## src/rtl/pl_io_pkg.sv

```systemverilog
// Shared types and defaults for the PL input conditioning blocks.
// Mode encoding matches the two-bit per-channel cfg_mode field.
package pl_io_pkg;

    typedef enum logic [1:0] {
        COND_LEVEL_E  = 2'b00,
        COND_TOGGLE_E = 2'b01,
        COND_RISE_E   = 2'b10,
        COND_FALL_E   = 2'b11
    } cond_mode_t;

    // 8 ms at 125 MHz
    localparam int DEFAULT_DEBOUNCE_CYCLES = 1000000;

endpackage

```

## src/rtl/pl_input_conditioner_ch.sv

```systemverilog
// One conditioning channel: synchroniser, counter debouncer, mode output and event flag.
// The event flag is combinational and aligned with the edge that updates stable/cond.
module pl_input_conditioner_ch
    import pl_io_pkg::*;
#(
    parameter int SYNC_STAGES_P     = 2,
    parameter int DEBOUNCE_CYCLES_P = DEFAULT_DEBOUNCE_CYCLES,
    parameter int CNT_WIDTH_P       = $clog2(DEBOUNCE_CYCLES_P + 1)
) (
    input  logic       clk,
    input  logic       rst_n,
    input  logic       raw,
    input  cond_mode_t mode,
    output logic       cond,
    output logic       stable,
    output logic       evt
);

    logic [SYNC_STAGES_P-1:0] sync_q;
    logic [CNT_WIDTH_P-1:0]   cnt_q, cnt_d;
    logic                     stable_q, stable_d;
    logic                     toggle_q, toggle_d;
    logic                     cond_q, cond_d;
    cond_mode_t               mode_q;
    logic                     synced, cnt_last, accept, rise, fall, mode_change;

    assign synced      = sync_q[SYNC_STAGES_P-1];
    assign cnt_last    = (cnt_q == CNT_WIDTH_P'(DEBOUNCE_CYCLES_P - 1));
    assign accept      = (synced != stable_q) && cnt_last;
    assign rise        = accept && synced;
    assign fall        = accept && !synced;
    assign mode_change = (mode != mode_q);

    always_comb begin
        cnt_d    = cnt_q;
        stable_d = stable_q;
        toggle_d = toggle_q;
        cond_d   = 1'b0;
        evt      = 1'b0;

        // Any matching cycle restarts the count; saturate rather than wrap.
        if (synced == stable_q || accept) begin
            cnt_d = '0;
        end else if (!cnt_last) begin
            cnt_d = cnt_q + CNT_WIDTH_P'(1);
        end
        if (accept) begin
            stable_d = synced;
        end
        if (rise && mode == COND_TOGGLE_E) begin
            toggle_d = !toggle_q;
        end

        // Pulses are suppressed in the cycle the mode switches.
        case (mode)
            COND_LEVEL_E: begin
                cond_d = stable_d;
                evt    = accept;
            end
            COND_TOGGLE_E: begin
                cond_d = toggle_d;
                evt    = rise;
            end
            COND_RISE_E: begin
                cond_d = rise && !mode_change;
                evt    = rise;
            end
            COND_FALL_E: begin
                cond_d = fall && !mode_change;
                evt    = fall;
            end
            default: begin
                cond_d = 1'b0;
                evt    = 1'b0;
            end
        endcase
    end

    always_ff @(posedge clk or negedge rst_n) begin
        if (!rst_n) begin
            sync_q   <= '0;
            cnt_q    <= '0;
            stable_q <= 1'b0;
            toggle_q <= 1'b0;
            cond_q   <= 1'b0;
            mode_q   <= COND_LEVEL_E;
        end else begin
            sync_q   <= {sync_q[SYNC_STAGES_P-2:0], raw};
            cnt_q    <= cnt_d;
            stable_q <= stable_d;
            toggle_q <= toggle_d;
            cond_q   <= cond_d;
            mode_q   <= mode;
        end
    end

    assign cond   = cond_q;
    assign stable = stable_q;

endmodule

```

## src/rtl/pl_input_conditioner.sv

```systemverilog
// N-channel conditioner for mechanical PL inputs with optional sticky interrupts.
// Define PL_INPUT_CONDITIONER_IRQ_EN to build irq_status/irq; otherwise both are tied to 0.
module pl_input_conditioner
    import pl_io_pkg::*;
#(
    parameter int NR_OF_CHANNELS_P  = 4,
    parameter int SYNC_STAGES_P     = 2,
    parameter int DEBOUNCE_CYCLES_P = DEFAULT_DEBOUNCE_CYCLES,
    parameter int CNT_WIDTH_P       = $clog2(DEBOUNCE_CYCLES_P + 1)
) (
    input  logic                          clk,
    input  logic                          rst_n,
    input  logic [NR_OF_CHANNELS_P-1:0]   raw_in,
    input  logic [2*NR_OF_CHANNELS_P-1:0] cfg_mode,
    input  logic [NR_OF_CHANNELS_P-1:0]   irq_mask,
    input  logic [NR_OF_CHANNELS_P-1:0]   irq_clear,
    output logic [NR_OF_CHANNELS_P-1:0]   cond_out,
    output logic [NR_OF_CHANNELS_P-1:0]   stable_out,
    output logic [NR_OF_CHANNELS_P-1:0]   irq_status,
    output logic                          irq
);

    logic [NR_OF_CHANNELS_P-1:0] evt;

    for (genvar i = 0; i < NR_OF_CHANNELS_P; i++) begin : g_ch
        pl_input_conditioner_ch #(
            .SYNC_STAGES_P    (SYNC_STAGES_P),
            .DEBOUNCE_CYCLES_P(DEBOUNCE_CYCLES_P),
            .CNT_WIDTH_P      (CNT_WIDTH_P)
        ) u_ch (
            .clk   (clk),
            .rst_n (rst_n),
            .raw   (raw_in[i]),
            .mode  (cond_mode_t'(cfg_mode[2*i +: 2])),
            .cond  (cond_out[i]),
            .stable(stable_out[i]),
            .evt   (evt[i])
        );
    end

`ifdef PL_INPUT_CONDITIONER_IRQ_EN
    logic [NR_OF_CHANNELS_P-1:0] status_q;
    logic                        irq_q;

    // A new event wins over a coincident clear.
    always_ff @(posedge clk or negedge rst_n) begin
        if (!rst_n) begin
            status_q <= '0;
            irq_q    <= 1'b0;
        end else begin
            status_q <= (status_q & ~irq_clear) | evt;
            irq_q    <= |(status_q & irq_mask);
        end
    end

    assign irq_status = status_q;
    assign irq        = irq_q;
`else
    logic unused_irq_inputs;

    assign unused_irq_inputs = ^{irq_mask, irq_clear, evt};
    assign irq_status        = '0;
    assign irq               = 1'b0;
`endif

endmodule

```

## config.mk

```make
export PLATFORM = sky130hd
export DESIGN_NAME = pl_input_conditioner
export DESIGN_NICKNAME = d
export VERILOG_FILES = /design/src/rtl/pl_io_pkg.sv /design/src/rtl/pl_input_conditioner_ch.sv /design/src/rtl/pl_input_conditioner.sv
export SDC_FILE = /design/constraint.sdc
export NUM_CORES = 1
export LEC_CHECK = 0
export ABC_AREA = 1
export CORE_UTILIZATION = 54
export DETAILED_ROUTE_END_ITERATION = 8
export HOLD_SLACK_MARGIN = 0.06
export PLACE_DENSITY = 0.76
export SETUP_SLACK_MARGIN = 0.2
export SLEW_MARGIN = 5
export SYNTH_ARGS = -nofsm -noshare
export SYNTH_HDL_FRONTEND = slang
export SYNTH_HIERARCHICAL = 1
export SYNTH_SLANG_ARGS = --single-unit
```

## constraint.sdc

```tcl
create_clock -name clk -period 1.5 [get_ports clk]
set_clock_uncertainty 0.05 [all_clocks]
set_input_delay 0.225 -clock clk [delete_from_list [all_inputs] [get_ports clk]]
set_output_delay 0.225 -clock clk [all_outputs]
set_load 0.03 [all_outputs]
```

**Word level (Yosys, flattened, before mapping)**

Index checks and enable logic that the tools add are counted.

- Reductions and logical operators: 44
- Add/sub/neg operators: 4
- Multiplexer cells: 20
- Eq/ne operators: 32

Operators by type and width:

| kind | number |
|---|---|
| 20-bit two-way mux | 8 |
| 20-bit by 1-bit adder with 20-bit output, second input constant | 4 |
| 20-bit equality test, second input constant | 4 |
| 1-bit logical AND | 24 |
| 2-bit equality test, second input constant | 8 |
| 1-bit one-hot mux with 4 select lines | 4 |
| 1-bit zero test | 12 |
| 2-bit by 1-bit equality test with 1-bit output, second input constant | 4 |
| 2-bit zero test | 4 |
| 1-bit two-way mux | 8 |
| 2-bit != test | 4 |
| 2-bit != test, second input constant | 4 |
| 1-bit equality test | 4 |
| 1-bit logical OR | 4 |
| 1-bit != test | 4 |

- Register bits: 108
- Output and inout port bits: 13
- Word-level logic and storage cells: 124
- Input port bits: 22

**Logic depth before layout (Yosys ltp)**

Gate-level depths: netlist of run 1.

- Depth after elaboration: 6
- Mapped depth: 11
- Gate-level depth less buffers: 11

**By module**

The synthesis of run 1 kept the hierarchy.

Modules (own cells, without submodules):

| module | area an instance (um2) | cells each | sequential area each (um2) | times used |
|---|---|---|---|---|
| pl_input_conditioner_ch at g_ch[0].u_ch ... | 1511.4 | 187 | 675.6 | 3 |
| pl_input_conditioner_ch at g_ch[1].u_ch | 1514.0 | 186 | 675.6 | 1 |
| pl_input_conditioner | 41.3 | 6 | 0.0 | 1 |

**Least setup slack after synthesis of run 1**

Ideal clock, no wire load.

- Path kind: register to register
- From: reg g_ch[0].u_ch.cnt_q[0]
- To: reg g_ch[0].u_ch.cnt_q[19]
- Required time: 1.331 ns
- Buffers on the path: 1
- Library setup time: 0.119 ns
- Clock period less this slack: 1.647 ns
- Cell stages (with the launch flop): 10
- Path slack: -0.147 ns
- Arrival time: 1.478 ns
- Cell sequence: dfrtp_1 > ha_1 > nand2_2 > nor2_4 > nand2_2 > nor3_4 > inv_2 > nand2_4 > buf_6 > nor2_1

- Word-level cells in the longest chain between the ends: 4
- Elaborated cells between the ends (all ways): 7
- Those cells by class: add/sub (1); eq/ne (2); mux (2); reduce/logical (2)

Ends and longest elaborated chain:

| item | line | text |
|---|---|---|
| start, declared | pl_input_conditioner_ch.sv:20 | `logic [CNT_WIDTH_P-1:0] cnt_q, cnt_d;` |
| start signal, assigned | pl_input_conditioner_ch.sv:89 | `cnt_q <= cnt_d;` |
| parallel branches: the longest is 4 deep, another holds 20-bit by 1-bit adder with 20-bit output | - |  |

Several ways; the timed one is not identified. The select of a mux whose other input is x is not followed.
A chain may end at the register's enable or synchronous reset.

**Worst setup path in the final report of run 1**

- From: reg g_ch[0].u_ch.cnt_q[8]
- To: reg g_ch[0].u_ch.cnt_q[17]

Same word-level chain as after synthesis.

==> results of run 1 <==
-- worst register-to-register path: cells and delay by family (launching register included) --
kind | cells | cell delay [ns]
buffers and inverters | 1 | 0.13
and+or+nand+nor | 7 | 1.09
DFF | 1 | 0.46
-- routing by layer --
layer,up-vias,global-route usage (%),routed length [um]
li1,2810,-,-
met1,3096,34.5,7120
met2,377,54.8,10200
met3,143,7.63,1490
met4,0,14.1,1250
met5,-,0,0
-- registers in the layout, indices dropped and copies added (netlist names) --
name	count
g_ch.u_ch/mode_q	8
g_ch.u_ch/cnt_q	80
g_ch.u_ch/sync_q	8
g_ch.u_ch/cond	4
g_ch.u_ch/toggle_q	4
g_ch.u_ch/stable	4
-- stage by stage --
stage / TNS, ns / hold slack, ns / total power, W / worst slack (ns)
after floorplan: -1.21 / -0.121 / 0.00324 / -0.0308
after detailed placement: -8.49 / 0.103 / 0.00346 / -0.208
after global placement: -5.44 / 0.104 / 0.00344 / -0.105
after CTS: -7.42 / 0.204 / 0.00510 / -0.174
final: -14.82 / 0.211 / 0.00517 / -0.283
after global routing: -22.14 / 0.194 / 0.00537 / -0.423
-- power by group --
| group | switching [W] | internal (W) | total [W] |
|---|---|---|---|
| Clock | 0.00101 | 0.000591 | 0.00160 |
| Sequential | 0.0000352 | 0.00296 | 0.00300 |
| Combinational | 0.000351 | 0.000216 | 0.000567 |
-- how the worst min path moves through the flow --
stage                             end      start  slack (ns)
6_report       g_ch[3].u_ch/sync_q[0]  raw_in[3]        0.21
5_1_grt        g_ch[3].u_ch/sync_q[0]  raw_in[3]        0.19
2_1_floorplan   g_ch[0].u_ch/cnt_q[0]      rst_n       -0.12
3_3_place_gp   g_ch[1].u_ch/cnt_q[12]      rst_n        0.10
3_5_place_dp   g_ch[1].u_ch/cnt_q[13]      rst_n        0.10
4_1_cts        g_ch[3].u_ch/sync_q[0]  raw_in[3]        0.20
-- area by class of cell --
type,count,share of cell area (%)
clock inverters,4,0.310
flip-flops and latches,108,30.6
inverters,114,5.33
well taps,140,1.98
multi-input cells,518,42.1
repair buffers,198,18.3
clock buffers,10,1.44
-- what timing repair did --
action | 4_1_cts | 5_1_grt
pin swaps | 38 | 47
resized for setup | 146 | 120
hold endpoints to repair | 69 | 0
hold buffers | 1 | 0
setup endpoints to repair | 100 | 96
gates cloned | 11 | 1
buffers inserted | 15 | 22
==> summary.md, run 1 <==
| Metric | Value |
|---|---|
| Root Driver | `clkbuf_8` |
| Setup crit end kind | `flip-flop` |
| Final hold violation count | `0` |
| Cells after DPL | `between 1k and 1.5k` |
| DRT antenna net count | `0` |
| CTS Buffer Depth | `2` |
| Filler cells | `553` |
| Final worst slack | `-0.283 ns` |
| GRT Util Overall | `just over 30%` |
| Critical Path Stages | `8` |
| R2R setup slack | `-0.28 ns` |
| Final setup vio count | `90` |
| CP Cell Sequence | `nand2_1 > inv_1 > nand3_1 > nor4_4 > nand2_1 > nand2_1 > nand2_1 > nor2_4` |
| Initial Util | `around 55%` |
| Setup crit start | `g_ch[0].u_ch/cnt_q[8]` |
| Clk_lat worst skew | `approximately 0.4 ns` |
| Detailed Route WL | `~20,000 um` |
| CTS tree | `built` |
| Total gr overflow | `0` |
| Largest stage delay on the critical path | `between 0.4 and 0.5 ns` |
| Critical R2R Capture | `g_ch[0].u_ch/cnt_q[17]` |
| Unrepaired setup endpoints after global routing | `true` |
| Gpl congestion | `0.924` |
| Yosys warnings | `6` |
| Clk slew on worst S/H paths | `around 0.1 ns` |
| DRC | `3` |
| Hold Crit Depth | `1` |
| Multi-input gate area | `between 0.003 and 0.004 sq mm` |
| Dpl cell area | `about 0.0074 sq mm` |
| DR vias | `6,426` |
| CP bufs+invs | `1` |
| CP max-delay cell | `dfrtp_1` |
| Critical Path RT | `1.79 ns` |
| Pins over their slew limit | `0` |
| Status | `finished, violations left` |
| Vias in the first global route | `6,097` |
| Leakage | `approximately 4.2 nW` |
| Layout area overhead | `47.7%` |
| # IOs | `35` |
| DR vias/cell | `between 5 and 6` |
| FMAX | `561 MHz` |
| Violated checks | `DRC, setup timing` |
| Die area | `roughly 0.012 sq mm` |
| CP delay by family, top | `simple AND/OR/NAND/NOR gates` |
| Core ar. | `approximately 0.011 sq mm` |
| Cell Pwr Density | `583 mW/mm^2` |
| Row Count | `38` |
| Register Area | `0.00271 sq mm` |
| CTS Buf Count | `9` |
| Die Height | `about 110 um` |
| Final Cell Area | `around 0.0089 sq mm` |
| Drt initial violations | `632` |
| Post-synthesis cell count | `733` |
| Crit path top cell by count | `nand2_1` |
| Crit path time final | `around 1.8 ns` |
| Max IR drop VDD | `roughly 0.75 mV` |
| Final period utilization | `119%` |
| Nets | `just under 1k` |
| Crit Path Class | `reg2reg` |
| Post-Syn Area | `between 0.006 and 0.007 sq mm` |
| Max Cap Viol | `0` |
| Worst Setup EP | `g_ch[0].u_ch/cnt_q[17]` |
| Detailed placement HPWL | `roughly 9600 um` |
| Register-to-Register Path Depth | `8` |
| Diodes inserted | `0` |
| Pin count of the biggest net entering global routing | `56` |
| Reg2reg start | `g_ch[0].u_ch/cnt_q[8]` |
| Layout cells sized above 1 | `approximately 41%` |
| # H-tree levels | `3` |
| Drt pass-1 iters | `9` |
| Worst EP arrival | `between 2 and 2.5 ns` |
| Syn Area/Cell | `roughly 8.2 sq um` |
| Commonest non-fill, non-tap cell in the layout | `buf_4` |
| First-pass GRT wire length | `between 20,000 and 30,000 um` |
| Crit start category | `flip-flop` |
| Initial antenna violation count | `0` |
| Fin util | `between 80 and 90%` |
| Die width | `between 100 and 150 um` |
| Most frequent cells in the layout | `buf_4 (161), nand2_1 (114), dfrtp_1 (102), inv_1 (97), nor2_1 (73)` |
| Clock sinks | `108` |
| Non-Filler Instances | `~1.1k` |
| Per-cell routed wire length | `between 15 and 20 um` |
| Worst-path maximum fanout | `5` |
| PortBufs | `21` |
| HP Class | `in2reg` |
Power figures use the tool's default switching activity.
==> run 2: changes to the inputs <==
- CORE_UTILIZATION: 54 -> 25
- PLACE_DENSITY: 0.76 -> default
- SETUP_SLACK_MARGIN: 0.2 -> 0.4
==> run 2 against run 1 <==
Net effect:
- the run ends with setup timing left
- cell count rose by 19%
- first-iteration DRC count is 50% lower
- power is 17% higher
- critical path type unchanged
- clock power grew 57%
- die area increased by 110%
- via count fell by 9.4%
==> summary.md, run 2 (same netlist as run 1, synthesis figures left out) <==
| Metric | Value |
|---|---|
| Status | `finished, violations left (unchanged)` |
| Violated checks | `setup timing (was DRC, setup timing)` |
| PortBufs | `21 (unchanged)` |
| Layout area overhead | `58.0% (was 47.7%)` |
| Unrepaired setup endpoints after global routing | `true (unchanged)` |
| Final hold violation count | `0 (unchanged)` |
| Die Height | `157 um (was 107 um)` |
| Nets | `1,016 (was 991)` |
| Max Cap Viol | `0 (unchanged)` |
| # H-tree levels | `3 (unchanged)` |
| Final worst slack | `-0.261 ns (was -0.283 ns)` |
| # IOs | `35 (unchanged)` |
| Detailed Route WL | `16,100 um (was 20,100 um)` |
| Overall Power | `0.00604 W (was 0.00517 W)` |
| Pin count of the biggest net entering global routing | `30 (was 56)` |
| Crit path time final | `1.76 ns (was 1.78 ns)` |
| CTS Buf Count | `9 (unchanged)` |
| Reg2reg start | `g_ch[0].u_ch/cnt_q[6] (was g_ch[0].u_ch/cnt_q[8])` |
| Final period utilization | `117% (was 119%)` |
| Largest registers | `g_ch.u_ch/cnt_q: 80 flops, g_ch.u_ch/mode_q: 8 flops, g_ch.u_ch/sync_q: 8 flops (unchanged)` |
| Final setup vio count | `88 (was 90)` |
| DR vias/cell | `4.49 (was 5.88)` |
| Core ar. | `0.0235 sq mm (was 0.0108 sq mm)` |
| Drt initial violations | `314 (was 632)` |
| Clk slew on worst S/H paths | `0.08 ns (was 0.10 ns)` |
| Layout cells sized above 1 | `43.6% (was 41.2%)` |
| Crit start category | `flip-flop (unchanged)` |
| Pins over their slew limit | `0 (unchanged)` |
| Fin util | `40.3% (was 81.8%)` |
| Diodes inserted | `0 (unchanged)` |
| Initial Util | `25.5% (was 55.4%)` |
| Total gr overflow | `0 (unchanged)` |
| Clock sinks | `108 (unchanged)` |
| CTS Buffer Depth | `2 (unchanged)` |
| Worst-path maximum fanout | `5 (unchanged)` |
| Top reg by flops | `g_ch.u_ch/cnt_q (unchanged)` |
| Setup crit start | `g_ch[0].u_ch/cnt_q[6] (was g_ch[0].u_ch/cnt_q[8])` |
| Commonest non-fill, non-tap cell in the layout | `buf_4 (unchanged)` |
| Hold path start | `raw_in[0] (was raw_in[3])` |
| Setup crit end kind | `flip-flop (unchanged)` |
| Most frequent cells in the layout | `buf_4 (182), nand2_1 (111), dfrtp_1 (106), inv_1 (93), nor2_1 (71) (was buf_4 (161), nand2_1 (114), dfrtp_1 (102), inv_1 (97), nor2_1 (73))` |
| Drt pass-1 iters | `5 (was 9)` |
| Detailed placement HPWL | `9660 um (was 9590 um)` |
| Vias in the first global route | `5,594 (was 6,097)` |
| CTS tree | `built (unchanged)` |
| First-pass GRT wire length | `25,200 um (was 27,800 um)` |
| Worst EP arrival | `1.96 ns (was 2.07 ns)` |
| HP Class | `in2reg (unchanged)` |
| Critical Path RT | `1.70 ns (was 1.79 ns)` |
| DRC | `0 (was 3)` |
| Root Driver | `clkbuf_16 (was clkbuf_8)` |
| Die width | `157 um (was 107 um)` |
| Leakage | `4.46 nW (was 4.21 nW)` |
| DR vias | `5,824 (was 6,426)` |
| Per-cell routed wire length | `12.4 um (was 18.4 um)` |
| Gpl congestion | `0.832 (was 0.924)` |
| Initial antenna violation count | `0 (unchanged)` |
| Crit Path Class | `reg2reg (unchanged)` |
| GRT Util Overall | `12.7% (was 30.8%)` |
| Die area | `0.0246 sq mm (was 0.0115 sq mm)` |
| Filler cells | `2,304 (was 553)` |
| Max IR drop VDD | `0.498 mV (was 0.747 mV)` |
| DRT antenna net count | `0 (unchanged)` |
| FMAX | `568 MHz (was 561 MHz)` |
| Clk_lat worst skew | `0.36 ns (was 0.40 ns)` |
| Cell Pwr Density | `637 mW/mm^2 (was 583 mW/mm^2)` |
| Max reg flops | `80 (unchanged)` |
| Row Count | `56 (was 38)` |
run 2: changes by cell type in the layout (fill, tap and decap cells not counted), moves of 7 or more:
| cell | before | now |
|---|---|---|
| nand2_2 | 20 | 27 |
| clkbuf_8 | 9 | 1 |
| clkbuf_16 | 0 | 9 |
| buf_4 | 161 | 182 |
| buf_6 | 16 | 23 |
| nor3_1 | 12 | 5 |
run 2: final cells by class:
| cell class | instances | area [sq um] | area share (%) |
|---|---|---|---|
| clock buffer | 10 | 239 | 2.52 |
| clock inverter | 6 | 71.3 | 0.752 |
| inverter | 114 | 458 | 4.83 |
| multi-input combinational | 518 | 3760 | 39.6 |
| sequential | 108 | 2710 | 28.5 |
| tap | 319 | 399 | 4.21 |
| timing repair buffer | 223 | 1860 | 19.6 |
run 2: worst max-delay path, stage by stage (launching register included):
cell,delay [ns]
dfrtp_1,0.43
nor2_1,0.18
nand3_1,0.20
nor3_4,0.31
clkinv_4,0.16
buf_12,0.17
nand2_8,0.09
nor2_1,0.06
run 2: path summary, 6_finish.rpt:
| path | to | slack [ns] | cells after the start |
|---|---|---|---|
| hold / removal | g_ch[0].u_ch/sync_q[0] | 0.25 | 1 |
| setup reg to reg | g_ch[0].u_ch/cnt_q[16] | -0.26 | 7 |
| min in group asynchronous | g_ch[1].u_ch/mode_q[0] | 0.27 | 2 |
| hold reg to reg | g_ch[3].u_ch/sync_q[1] | 0.30 | 0 |
| max in group asynchronous | g_ch[0].u_ch/cond | 0.57 | 3 |
| setup / recovery | g_ch[0].u_ch/cnt_q[16] | -0.26 | 7 |
run 2: per-stage QoR:
stage | worst slack [ns] | area, sq um | cells | hold WS, ns | setup TNS [ns]
2_1_floorplan | -0.0308 | 6030 | 737 | -0.121 | -1.21
3_3_place_gp | -0.152 | 7790 | 1230 | 0.108 | -7.72
3_5_place_dp | -0.169 | 7790 | 1230 | 0.109 | -9.42
4_1_cts | -0.159 | 8830 | 1273 | 0.246 | -6.05
5_1_grt | -0.315 | 9490 | 1298 | 0.249 | -17.17
6_report | -0.261 | 9490 | 1298 | 0.253 | -10.37
run 2: layer usage:
metal | vias up | track usage, % | wire length (um)
met3 | 29 | 1.54 | 457
met5 | - | 0 | 0
met1 | 2832 | 15.4 | 6860
met2 | 100 | 22.7 | 8430
met4 | 0 | 5.32 | 353
li1 | 2863 | - | -
run 2: timing repair:
action                                 4_1_cts  5_1_grt
buffers inserted                            17       22
pin swaps                                   27       37
setup endpoints to repair                  100      100
endpoints found under the hold margin       70        0
gates resized for setup                    155      120
gates cloned                                 9        3
hold buffers                                 1        0
run 2: where the power goes:
| group | leakage [nW] | total [W] | switching (W) | internal (W) |
|---|---|---|---|---|
| Clock | 0.146 | 0.00251 | 0.00115 | 0.00136 |
| Combinational | 2.86 | 0.000539 | 0.000324 | 0.000215 |
| Sequential | 1.46 | 0.00299 | 0.0000289 | 0.00296 |
==> run 3: changes to the inputs <==
- ABC_CLOCK_PERIOD_IN_PS: default -> 1500
- REMOVE_ABC_BUFFERS: default -> 1
==> run 3 against run 2 <==
Net effect:
- the run still ends with setup timing left
- wire length hardly changed
- global-route usage up 0.52 points
- clock power increased by 2%
- core utilization grew 0.26 points
- hold slack got worse by 0.0094 ns
- critical endpoint is now g_ch[2].u_ch/cnt_q[12]
- register-to-register slack gained 0.05 ns
- fmax grew 3.2%
- sequential share of layout area down 0.13 points
- largest cell class unchanged
- count of clock-buffer cells in the layout unchanged
==> summary.md, run 3 (same netlist as run 1, synthesis figures left out) <==
| Metric | Value |
|---|---|
| HP Class | `in2reg (unchanged)` |
| Largest registers | `g_ch.u_ch/cnt_q: 80 flops, g_ch.u_ch/mode_q: 8 flops, g_ch.u_ch/sync_q: 8 flops (unchanged)` |
| Clk_lat worst skew | `0.37 ns (was 0.36 ns)` |
| Unrepaired setup endpoints after global routing | `true (unchanged)` |
| First-pass GRT wire length | `26,200 um (was 25,200 um)` |
| # IOs | `35 (unchanged)` |
| PortBufs | `21 (unchanged)` |
| Core ar. | `0.0235 sq mm (unchanged)` |
| Cells after DPL | `1,221 (was 1,230)` |
| Final hold violation count | `0 (unchanged)` |
| Die Height | `157 um (unchanged)` |
| Max IR drop VDD | `0.474 mV (was 0.498 mV)` |
| Largest stage delay on the critical path | `0.36 ns (was 0.43 ns)` |
| GRT Util Overall | `13.2% (was 12.7%)` |
| Most frequent cells in the layout | `buf_4 (182), nand2_1 (109), dfrtp_1 (102), inv_1 (88), nor2_1 (79) (was buf_4 (182), nand2_1 (111), dfrtp_1 (106), inv_1 (93), nor2_1 (71))` |
| Worst-path maximum fanout | `5 (unchanged)` |
| DRC | `0 (unchanged)` |
| Total Neg Setup Slack | `-7.52 ns (was -10.37 ns)` |
| Commonest non-fill, non-tap cell in the layout | `buf_4 (unchanged)` |
| Final Cell Area | `0.00955 sq mm (was 0.00949 sq mm)` |
| Gpl congestion | `0.834 (was 0.832)` |
| Max Cap Viol | `0 (unchanged)` |
| Overall Power | `0.00609 W (was 0.00604 W)` |
| DRT antenna net count | `0 (unchanged)` |
| Violated checks | `setup timing (unchanged)` |
| Root Driver | `clkbuf_16 (unchanged)` |
| Die area | `0.0246 sq mm (unchanged)` |
| Row Count | `56 (unchanged)` |
| Diodes inserted | `0 (unchanged)` |
| Max reg flops | `80 (unchanged)` |
| Per-cell routed wire length | `12.4 um (about the same)` |
| Final worst slack | `-0.207 ns (was -0.261 ns)` |
| Clk slew on worst S/H paths | `0.08 ns (about the same)` |
| Initial Util | `25.5% (unchanged)` |
| Cell Pwr Density | `638 mW/mm^2 (was 637 mW/mm^2)` |
| Fin util | `40.5% (was 40.3%)` |
| Crit Path Class | `reg2reg (unchanged)` |
| Nets | `1,023 (was 1,016)` |
| CP max-delay cell | `dfrtp_1 (unchanged)` |
| CTS tree | `built (unchanged)` |
| Clock sinks | `108 (unchanged)` |
| Non-Filler Instances | `1,305 (was 1,298)` |
| Leakage | `4.55 nW (was 4.46 nW)` |
| R2R setup slack | `-0.21 ns (was -0.26 ns)` |
| # H-tree levels | `3 (unchanged)` |
| Status | `finished, violations left (unchanged)` |
| Die width | `157 um (unchanged)` |
| Crit start category | `flip-flop (unchanged)` |
| Crit path time final | `1.71 ns (was 1.76 ns)` |
| Relative slew slack | `59.7%` |
| CTS Buf Count | `9 (unchanged)` |
| Drt initial violations | `261 (was 314)` |
| Initial antenna violation count | `0 (unchanged)` |
| Pins over their slew limit | `0 (unchanged)` |
| Dpl cell area | `0.00772 sq mm (was 0.00779 sq mm)` |
| FMAX | `586 MHz (was 568 MHz)` |
| CP Cell Sequence | `ha_2 > nand2_4 > nor2_4 > nand2_4 > nor3_4 > buf_4 > inv_4 > nand2_8 > nor3b_1 (was nor2_1 > nand3_1 > nor3_4 > clkinv_4 > buf_12 > nand2_8 > nor2_1)` |
| Crit path top cell by count | `nand2_4 (was nor2_1)` |
| Detailed placement HPWL | `9940 um (was 9660 um)` |
| CTS Buffer Depth | `2 (unchanged)` |
| Layout area overhead | `59.0% (was 58.0%)` |
| DR vias/cell | `4.44 (was 4.49)` |
| Vias in the first global route | `5,730 (was 5,594)` |
| Critical Path RT | `1.69 ns (was 1.70 ns)` |
| DR vias | `5,797 (was 5,824)` |
| Final setup vio count | `84 (was 88)` |
| Total gr overflow | `0 (unchanged)` |
| Final period utilization | `114% (was 117%)` |
| Pin count of the biggest net entering global routing | `51 (was 30)` |
| Worst-Margin Slew | `0.603 ns` |
| Worst EP arrival | `1.89 ns (was 1.96 ns)` |
| Drt pass-1 iters | `4 (was 5)` |
| Top reg by flops | `g_ch.u_ch/cnt_q (unchanged)` |
| Filler cells | `2,323 (was 2,304)` |
| Setup crit end kind | `flip-flop (unchanged)` |
| Detailed Route WL | `16,100 um (about the same)` |
| Layout cells sized above 1 | `44.5% (was 43.6%)` |
## run 3: final timing paths
kind | from | to | cells past startpoint
worst max-delay path | g_ch[2].u_ch/cnt_q[1] | g_ch[2].u_ch/cnt_q[12] | 9
worst min-delay path | raw_in[1] | g_ch[1].u_ch/sync_q[0] | 1
worst max register to register | g_ch[2].u_ch/cnt_q[1] | g_ch[2].u_ch/cnt_q[12] | 9
worst min register to register | g_ch[0].u_ch/sync_q[0] | g_ch[0].u_ch/sync_q[1] | 0
max in group asynchronous | rst_n | g_ch[2].u_ch/cnt_q[6] | 3
min in group asynchronous | rst_n | g_ch[1].u_ch/cnt_q[6] | 3
## run 3: per-layer routing
metal / global-route usage, % / part of all wire (%) / up-vias
met5: 0 / 0 / -
met2: 22.9 / 50 / 123
met1: 16.8 / 44 / 2765
li1: - / - / 2875
met4: 4.01 / 2.1 / 0
met3: 2.26 / 3.5 / 34
## run 3: critical path: cells and delay by family (launching register included)
kind / cells / cell delay, ns
simple gates: 6 / 0.70
flops: 1 / 0.36
buf+inv: 2 / 0.25
fa+ha+maj: 1 / 0.21
## run 3: metrics by stage
step | hold WS (ns) | setup slack (ns)
floorplan | -0.121 | -0.0565
global placement | 0.195 | -0.174
detailed placement | 0.195 | -0.211
CTS | 0.235 | -0.147
global route | 0.242 | -0.300
finish | 0.244 | -0.207
## run 3: where the power goes
group	internal (W)	switching [W]	total, W
sequential	0.00296	0.0000334	0.00299
clock	0.00138	0.00119	0.00257
combinational	0.000215	0.000316	0.000532
total	0.00455	0.00154	0.00609
## run 3: layout make-up
class                      count  area (sq um)  share of cell area, %
clock buffer                  10           239                   2.50
clock inverter                 6          83.8                  0.878
sequential                   108          2710                   28.4
tap                          319           399                   4.18
inverter                     114           458                   4.80
multi-input combinational    518          3740                   39.2
timing repair buffer         230          1920                   20.1
## run 3: what timing repair did
action,4_1_cts,5_1_grt
gates cloned,12,0
gates resized for setup,200,95
setup endpoints to repair,100,100
setup buffers,27,28
hold buffers,1,0
hold endpoints to repair,108,0
pin swaps,66,32
